<file path="src/rtl/rx_alu_frame_assembler.sv">
// rx_alu_frame_assembler
// Assembles {operand A, operand B, opcode} from consecutive UART bytes and
// commits the whole frame atomically, presenting it with a valid/ack handshake.
// Optional feature: define RX_ALU_TIMEOUT_EN to discard partial frames after
// TIMEOUT_CYCLES idle cycles and pulse o_error.
module rx_alu_frame_assembler #(
    parameter int NB_DATA        = 8,
    parameter int NB_OP_BYTES    = 2,
    parameter int TIMEOUT_CYCLES = 50000
) (
    input  logic                           i_clk,
    input  logic                           i_reset,
    input  logic [NB_DATA-1:0]             i_rx_data,
    input  logic                           i_rx_done,
    input  logic                           i_ack,
    output logic [NB_DATA*NB_OP_BYTES-1:0] o_operandoA,
    output logic [NB_DATA*NB_OP_BYTES-1:0] o_operandoB,
    output logic [NB_DATA-1:0]             o_opcode,
    output logic                           o_valid,
    output logic                           o_busy,
    output logic                           o_overrun,
    output logic                           o_error
);

    localparam int NB_OPND = NB_DATA * NB_OP_BYTES;
    localparam int CNT_W   = (NB_OP_BYTES > 1) ? $clog2(NB_OP_BYTES) : 1;
    localparam logic [CNT_W-1:0] CNT_LAST = CNT_W'(NB_OP_BYTES - 1);

    if (NB_OP_BYTES < 1 || TIMEOUT_CYCLES < 2) begin : g_bad_cfg
        $error("rx_alu_frame_assembler: NB_OP_BYTES must be >= 1 and TIMEOUT_CYCLES >= 2");
    end

    typedef enum logic [1:0] {
        S_A,
        S_B,
        S_OP,
        S_HOLD
    } state_t;

    state_t             state_q, state_d;
    logic [CNT_W-1:0]   cnt_q, cnt_d;
    logic [NB_OPND-1:0] shadow_a_q, shadow_a_d;
    logic [NB_OPND-1:0] shadow_b_q, shadow_b_d;
    logic [NB_OPND-1:0] opnd_a_q, opnd_a_d;
    logic [NB_OPND-1:0] opnd_b_q, opnd_b_d;
    logic [NB_DATA-1:0] opcode_q, opcode_d;
    logic               valid_q, valid_d;
    logic               overrun_q, overrun_d;
    logic               busy;
    logic               timeout_hit;

    assign busy = (state_q == S_B) || (state_q == S_OP) ||
                  ((state_q == S_A) && (cnt_q != '0));

`ifdef RX_ALU_TIMEOUT_EN
    localparam int TMO_W = $clog2(TIMEOUT_CYCLES);
    localparam logic [TMO_W-1:0] TMO_LAST = TMO_W'(TIMEOUT_CYCLES - 1);

    logic [TMO_W-1:0] tmo_q;
    logic             error_q;

    // Expiry needs an idle cycle: a strobe on the last cycle keeps the frame alive.
    assign timeout_hit = busy && !i_rx_done && (tmo_q == TMO_LAST);

    // Idle-cycle counter for partial frames and the one-cycle error pulse.
    always_ff @(posedge i_clk) begin
        if (!i_reset) begin
            tmo_q   <= '0;
            error_q <= 1'b0;
        end else begin
            error_q <= timeout_hit;
            if (!busy || i_rx_done || timeout_hit)
                tmo_q <= '0;
            else
                tmo_q <= tmo_q + TMO_W'(1);
        end
    end

    assign o_error = error_q;
`else
    assign timeout_hit = 1'b0;
    assign o_error     = 1'b0;
`endif

    // Next-state logic: byte capture, commit and handshake.
    always_comb begin
        state_d    = state_q;
        cnt_d      = cnt_q;
        shadow_a_d = shadow_a_q;
        shadow_b_d = shadow_b_q;
        opnd_a_d   = opnd_a_q;
        opnd_b_d   = opnd_b_q;
        opcode_d   = opcode_q;
        valid_d    = valid_q;
        overrun_d  = overrun_q;

        unique case (state_q)
            S_A: begin
                if (i_rx_done) begin
                    shadow_a_d[int'(cnt_q)*NB_DATA +: NB_DATA] = i_rx_data;
                    if (cnt_q == CNT_LAST) begin
                        cnt_d   = '0;
                        state_d = S_B;
                    end else begin
                        cnt_d = cnt_q + CNT_W'(1);
                    end
                end
            end
            S_B: begin
                if (i_rx_done) begin
                    shadow_b_d[int'(cnt_q)*NB_DATA +: NB_DATA] = i_rx_data;
                    if (cnt_q == CNT_LAST) begin
                        cnt_d   = '0;
                        state_d = S_OP;
                    end else begin
                        cnt_d = cnt_q + CNT_W'(1);
                    end
                end
            end
            S_OP: begin
                if (i_rx_done) begin
                    opnd_a_d = shadow_a_q;
                    opnd_b_d = shadow_b_q;
                    opcode_d = i_rx_data;
                    valid_d  = 1'b1;
                    state_d  = S_HOLD;
                end
            end
            S_HOLD: begin
                if (i_ack) begin
                    valid_d = 1'b0;
                    state_d = S_A;
                    cnt_d   = '0;
                    if (i_rx_done) begin
                        // Byte arriving with the ack is slot 0 of the next A.
                        shadow_a_d[NB_DATA-1:0] = i_rx_data;
                        if (CNT_LAST == '0) begin
                            state_d = S_B;
                        end else begin
                            cnt_d = CNT_W'(1);
                        end
                    end
                end else if (i_rx_done) begin
                    overrun_d = 1'b1;
                end
            end
            default: state_d = S_A;
        endcase

        if (timeout_hit) begin
            state_d = S_A;
            cnt_d   = '0;
        end
    end

    // State and datapath registers with synchronous active-low reset.
    always_ff @(posedge i_clk) begin
        if (!i_reset) begin
            state_q    <= S_A;
            cnt_q      <= '0;
            shadow_a_q <= '0;
            shadow_b_q <= '0;
            opnd_a_q   <= '0;
            opnd_b_q   <= '0;
            opcode_q   <= '0;
            valid_q    <= 1'b0;
            overrun_q  <= 1'b0;
        end else begin
            state_q    <= state_d;
            cnt_q      <= cnt_d;
            shadow_a_q <= shadow_a_d;
            shadow_b_q <= shadow_b_d;
            opnd_a_q   <= opnd_a_d;
            opnd_b_q   <= opnd_b_d;
            opcode_q   <= opcode_d;
            valid_q    <= valid_d;
            overrun_q  <= overrun_d;
        end
    end

    assign o_operandoA = opnd_a_q;
    assign o_operandoB = opnd_b_q;
    assign o_opcode    = opcode_q;
    assign o_valid     = valid_q;
    assign o_busy      = busy;
    assign o_overrun   = overrun_q;

endmodule

</file>
<file path="config.mk">
export PLATFORM = sky130hd
export DESIGN_NAME = rx_alu_frame_assembler
export DESIGN_NICKNAME = d
export VERILOG_FILES = /design/src/rtl/rx_alu_frame_assembler.sv
export SDC_FILE = /design/constraint.sdc
export NUM_CORES = 1
export LEC_CHECK = 0
export BUFFER_PORTS_ARGS = -buffer_cell sky130_fd_sc_hd__buf_2
export CAP_MARGIN = 15
export CORE_MARGIN = 3
export CORE_UTILIZATION = 45
export CTS_CLUSTER_DIAMETER = 200
export CTS_CLUSTER_SIZE = 20
export DETAILED_ROUTE_END_ITERATION = 16
export GPL_ROUTABILITY_DRIVEN = 0
export GPL_TIMING_DRIVEN = 1
export PLACE_DENSITY = 0.68
export SYNTH_ARGS = -nofsm -noshare
export SYNTH_HDL_FRONTEND = slang
export SYNTH_SLANG_ARGS = --single-unit
</file>
<file path="constraint.sdc">
create_clock -name i_clk -period 2.8 [get_ports i_clk]
set_input_delay 0.7 -clock i_clk [delete_from_list [all_inputs] [get_ports i_clk]]
set_output_delay 0.7 -clock i_clk [all_outputs]
set_load 0.01 [all_outputs]
</file>
==> out/results.ini, run 1 <==
[routing]
vias_per_cell = 5.028
drcViolationCount = 0
dr.pass1.iters = 4
wl_met3_um = 353
ant_nets = 0
drt-met1-wl_mm = 3.007
routed.top_layer = met4
detail_route.wirelength_mm = 6.346
vias = 2303
wl_per_cell_um = 13.86
met2_length_mm = 2.960
drt_iter0_drc = 83

[logic_synthesis]
muxShareOfSynthArea = 0.1071
ys_types = 33
synth_nets = 344
yosys_register_bits = 77
synth_edf_count = 0
ys.flop_type = dfxtp_1
synth-xor-area-share = 0
syn_inst = 326
syn_area_per_cell_sq_um = 9.499
syn_area_sq_um = 3097
synth_top_family_by_area = simple AND/OR/NAND/NOR gates
synth-compound-area-share = 0.1301
synthSimpleGateAreaFrac = 0.2016
ys_async_sr_fraction = 0
ys_warn_count = 0
synth-seq-area-share = 0.4978
synthAdderAreaFrac = 0.02424

[placement]
placed_area_sq_um = 3402
preCtsSetupSlack_ns = 0.8806
dp_hpwl_mm = 4.297
portBuffers = 54

[floorplan]
rows = 29
initial_core_util = 0.4768
die_h_um = 88.96
die_x_um = 88.96
core_sq_um = 6495
die_area_sq_um = 7913
boundaryPins = 56

[finish]
antenna_cells = 0
area_delta_synth_final_pct = 16.04
drive_above_1_share = 0.2126
post-route-util = 0.5533
fin_area_sq_um = 3593
fin_nets = 394

[power_and_ir_drop]
powerDensity_nw_per_um2 = 591.0
p_sw_frac = 0.2331
p_seq_frac = 0.537
pwr-share-clk = 0.383
power_leakage_nw = 1.609
p_sw_mw = 0.4949
intPower_mw = 1.629
p_comb_frac = 0.080
worst_ir_drop_vdd_mv = 0.2995

[global_routing]
overflow = 0
grt_pass1_vias = 2168
track_usage = 0.1734
grt_antenna_before_repair = 0
grt_max_degree = 41
grt_pass1_wl_mm = 10.47

[sta]
finalHoldViolCount = 0
hold_slack_ns = 0.4478
grt_setup_unrepaired = no
fin_skew_ns = 0.002905
max_freq_ghz = 0.4327
tns_ns = 0
worst_pin_slew_ns = 0.6080
timing.final.ws_setup_ns = 0.4891
min_period_ns = 2.311
min_period_over_period = 0.8253
maxSlewViolCount = 0
final-setup-viol-count = 0
slew_headroom = 0.5947

[clock_tree]
cts_resized = 0
clock_sinks = 77
path_clk_slew_ns = 0.07
clk_path_buf_depth = 2
clk_latency_ns = 0.34
cts_buffers = 9
cts_hold_buffers = 0
cts-root-buf = clkbuf_8
cts_tree = done
h-tree-depth = 3
postCtsSetupRepairBufs = 0

[setup_path]
startpoint_type = flip-flop
required_ns = 2.10
endpoint_kind = output pin
critPathArrivalTime_ns = 1.61
startpoint = state_q[1]
reg2reg_from = state_q[1]
path_max_fanout = 9
critical_path_class = reg2out

[outcome]
outcome = finished, final reports clean

[worst_hold_path]
min_from = o_operandoA[3]
hold_path.class = reg2reg

[run]
drv_cap = 0

-- sequential cells by signal, indices dropped and copies added (netlist names) --
register	count
o_operandoA	16
o_operandoB	16
shadow_a_q	16
shadow_b_q	16
o_opcode	8
state_q	2
cnt_q	1
o_overrun	1
o_valid	1
-- cells in the final DEF (no fill, tap or decap), drive strengths merged, types with 3 or more instances in the layout --
master   n
a21boi  40
a21oi    3
buf     60
clkbuf  11
clkinv   4
dfxtp   77
ha       6
inv      3
mux2i   32
nand2   85
nand3    3
nor2b   34
o211ai   3
-- final timing paths --
check	endpoint	slack, ns	cells after the start
worst max-delay path	o_busy	0.49	4
worst max register to register	shadow_a_q[7]	0.97	6
worst min register to register	o_operandoA[3]	0.45	2
worst min-delay path	o_operandoA[3]	0.45	2
-- power by group through the flow --
stage          Sequential [mW]  Clock, mW  Combinational, mW
6_report                  1.14      0.813              0.170
5_1_grt                   1.14      0.886              0.185
4_1_cts                   1.14      0.837              0.171
3_5_place_dp              1.17          0              0.171
3_3_place_gp              1.16          0              0.166
2_1_floorplan             1.16          0              0.128
-- critical path: stages, from the launching register on --
cell     delay, ns
dfxtp_1       0.50
inv_1         0.14
ha_1          0.33
a21o_1        0.17
buf_2         0.14
-- logic make-up after synthesis --
logic type / count (synthesis)
other: 1
AO/OA/AOI/OAI: 53
multiplexers: 33
buffers and inverters: 24
adder cells (fa/ha/maj): 6
AND/OR/NAND/NOR: 132
flip-flops: 77
-- routing by layer --
metal,vias to the layer above,track usage
met5,-,0
met4,0,0.04060
met3,5,0.05622
met2,66,0.2888
met1,1058,0.2199
li1,1174,-
-- stage by stage --
step | instances | power [mW]
6_report | 458 | 2.124
5_1_grt | 458 | 2.215
4_1_cts | 458 | 2.148
3_5_place_dp | 442 | 1.336
3_3_place_gp | 442 | 1.331
2_1_floorplan | 326 | 1.287
-- final cells by class --
class,count,area (sq um)
Multi-Input combinational cell,225,1438
Fill cell,614,2902
Clock buffer,11,141.4
Timing Repair Buffer,60,315.3
Tap cell,77,96.34
Sequential cell,77,1541
Inverter,3,11.26
Clock inverter,5,50.05
-- synthesized netlist by cell type (2+ instances only) --
cell      instances  area [sq um]
dfxtp_1          77          1541
mux2i_1          32         320.3
a21boi_1          9         67.56
nand3b_1          2         15.01
nand2_1          85         319.1
inv_1             3         11.26
buf_4             2         15.01
ha_1              6         75.07
o211ai_1          2         15.01
o21ai_0           2         10.01
a21oi_1           3         15.01
nor2_1            2         7.510
clkbuf_1          8         30.03
nand3_2           2         20.02
nor2b_1          33         206.5
nand2b_1          2         12.51
a21boi_0         31         232.7
buf_2            10         50.05
No activity file was read; power rests on OpenSTA's default activity.
==> run 2: changes to the inputs <==
clock period = 2.4 ns   (was 2.8 ns; I/O delays follow)
==> run 2 against run 1 <==
Against the previous run:
- non-clock buffer count fell by 1
- cell area rose by 0.77%
- critical path type unchanged
- utilization rose by 0.42 points
- combinational power rose by 17%
- sequential cell count did not move
==> out/results.ini, run 2 (same netlist as run 1, synthesis figures left out) <==
[finish]
mostFrequentLayoutCell = nand2_1
area_delta_synth_final_pct = 16.93
antenna_cells = 0  ; unchanged
layout.cells.non_filler = 456  ; -0.44%
post-route-util = 0.5575  ; +0.004238
fill_cells = 631  ; +2.8%
layout_common_cells = nand2_1 (85), dfxtp_1 (77), buf_2 (54), nor2b_1 (33), mux2i_1 (32)
drive_above_1_share = 0.2084  ; -0.004155
fin_nets = 393  ; -0.25%

[floorplan]
core_sq_um = 6495  ; unchanged
die_h_um = 88.96  ; unchanged
die_area_sq_um = 7913  ; unchanged
boundaryPins = 56  ; unchanged
rows = 29  ; unchanged
initial_core_util = 0.4768  ; unchanged
die_x_um = 88.96  ; unchanged

[routing]
wl_per_cell_um = 14.43  ; +4.1%
detail_route.wirelength_mm = 6.579  ; +3.7%
vias_per_cell = 5.035  ; +0.13%
vias = 2296  ; -0.30%
drcViolationCount = 0  ; unchanged
ant_nets = 0  ; unchanged
dr.pass1.iters = 4  ; unchanged
drt_iter0_drc = 117  ; +41%

[sta]
min_period_over_period = 0.9143
min_period_ns = 2.194
grt_setup_unrepaired = no
hold_slack_ns = 0.4495  ; +0.001666 ns
maxSlewViolCount = 0  ; unchanged
worst_pin_slew_ns = 0.5693  ; -0.03870 ns
slew_headroom = 0.6193  ; +0.02466
final-setup-viol-count = 0  ; unchanged
fin_skew_ns = 0.007292  ; +0.004388 ns
tns_ns = 0  ; unchanged
timing.final.ws_setup_ns = 0.2056  ; -0.2834 ns
max_freq_ghz = 0.4557
finalHoldViolCount = 0  ; unchanged

[global_routing]
grt_pass1_wl_mm = 11.09  ; +5.9%
grt_max_degree = 57  ; +39%
grt_pass1_vias = 2254  ; +4.0%
grt_antenna_before_repair = 0  ; unchanged
track_usage = 0.1829  ; +0.009471
overflow = 0  ; unchanged

[clock_tree]
h-tree-depth = 3  ; unchanged
cts_tree = done
cts-root-buf = clkbuf_8
cts_resized = 0  ; unchanged
cts_hold_buffers = 0  ; unchanged
clk_path_buf_depth = 2  ; unchanged
clock_sinks = 77  ; unchanged
clk_latency_ns = 0.34  ; about the same
path_clk_slew_ns = 0.08  ; about the same
postCtsSetupRepairBufs = 0  ; unchanged
cts_buffers = 9  ; unchanged

[placement]
dp_hpwl_mm = 4.480  ; +4.3%
portBuffers = 54  ; unchanged
preCtsSetupSlack_ns = 0.5194  ; -0.3612 ns
numPlacedInstances = 441  ; -0.23%

[run]
drv_cap = 0  ; unchanged

[setup_path]
path_max_fanout = 9  ; unchanged
startpoint_type = flip-flop
critPathArrivalTime_ns = 1.59  ; -0.02 ns
required_ns = 1.80  ; -0.30 ns
critical_path_class = reg2out
endpoint_kind = output pin

[power_and_ir_drop]
power_leakage_nw = 1.611  ; +0.14%
powerDensity_nw_per_um2 = 711.3  ; +20%
worst_ir_drop_vdd_mv = 0.3913  ; +31%

[worst_hold_path]
hold_path.class = reg2reg

[outcome]
outcome = finished, final reports clean

run 2: metal layers:
metal | track usage | vias up | part of all wire
met5 | 0 | - | 0
met3 | 0.05069 | 6 | 0.040
met4 | 0.05683 | 0 | 0.0094
met2 | 0.3077 | 50 | 0.47
met1 | 0.2285 | 1077 | 0.48
li1 | - | 1163 | -
run 2: critical path, cell delays in order (launching register included):
cell and delay [ns]:
dfxtp_1 0.52, inv_1 0.14, ha_1 0.31, a21o_1 0.15, buf_2 0.13
run 2: worst paths after layout:
kind                                     start        endpoint  slack, ns  cells past startpoint
worst min register to register  o_operandoA[0]  o_operandoA[0]       0.45                      2
worst max register to register      state_q[1]   shadow_a_q[0]       0.49                      6
worst min-delay path            o_operandoA[0]  o_operandoA[0]       0.45                      2
worst max-delay path                state_q[1]          o_busy       0.21                      4
run 2: power by group:
part | internal (mW) | switching [mW] | total (mW)
clock network | 0.607 | 0.438 | 1.05
logic | 0.0913 | 0.108 | 0.199
registers | 1.31 | 0.0235 | 1.33
total | 2.01 | 0.570 | 2.58
run 2: stage by stage:
| step | power [mW] | cell area, sq um |
|---|---|---|
| global placement | 1.554 | 3407 |
| floorplan | 1.502 | 3097 |
| finish | 2.576 | 3621 |
| CTS | 2.609 | 3621 |
| global route | 2.687 | 3621 |
| detailed placement | 1.560 | 3407 |
run 2: cell type report:
cell class / instances / area (sq um) / share of cell area
clock inverter: 4 / 72.57 / 0.02004
sequential: 77 / 1541 / 0.4257
clock buffer: 11 / 141.4 / 0.03905
tap: 77 / 96.34 / 0.02661
timing repair buffer: 59 / 320.3 / 0.08846
inverter: 3 / 11.26 / 0.003110
multi-input combinational: 225 / 1438 / 0.3970
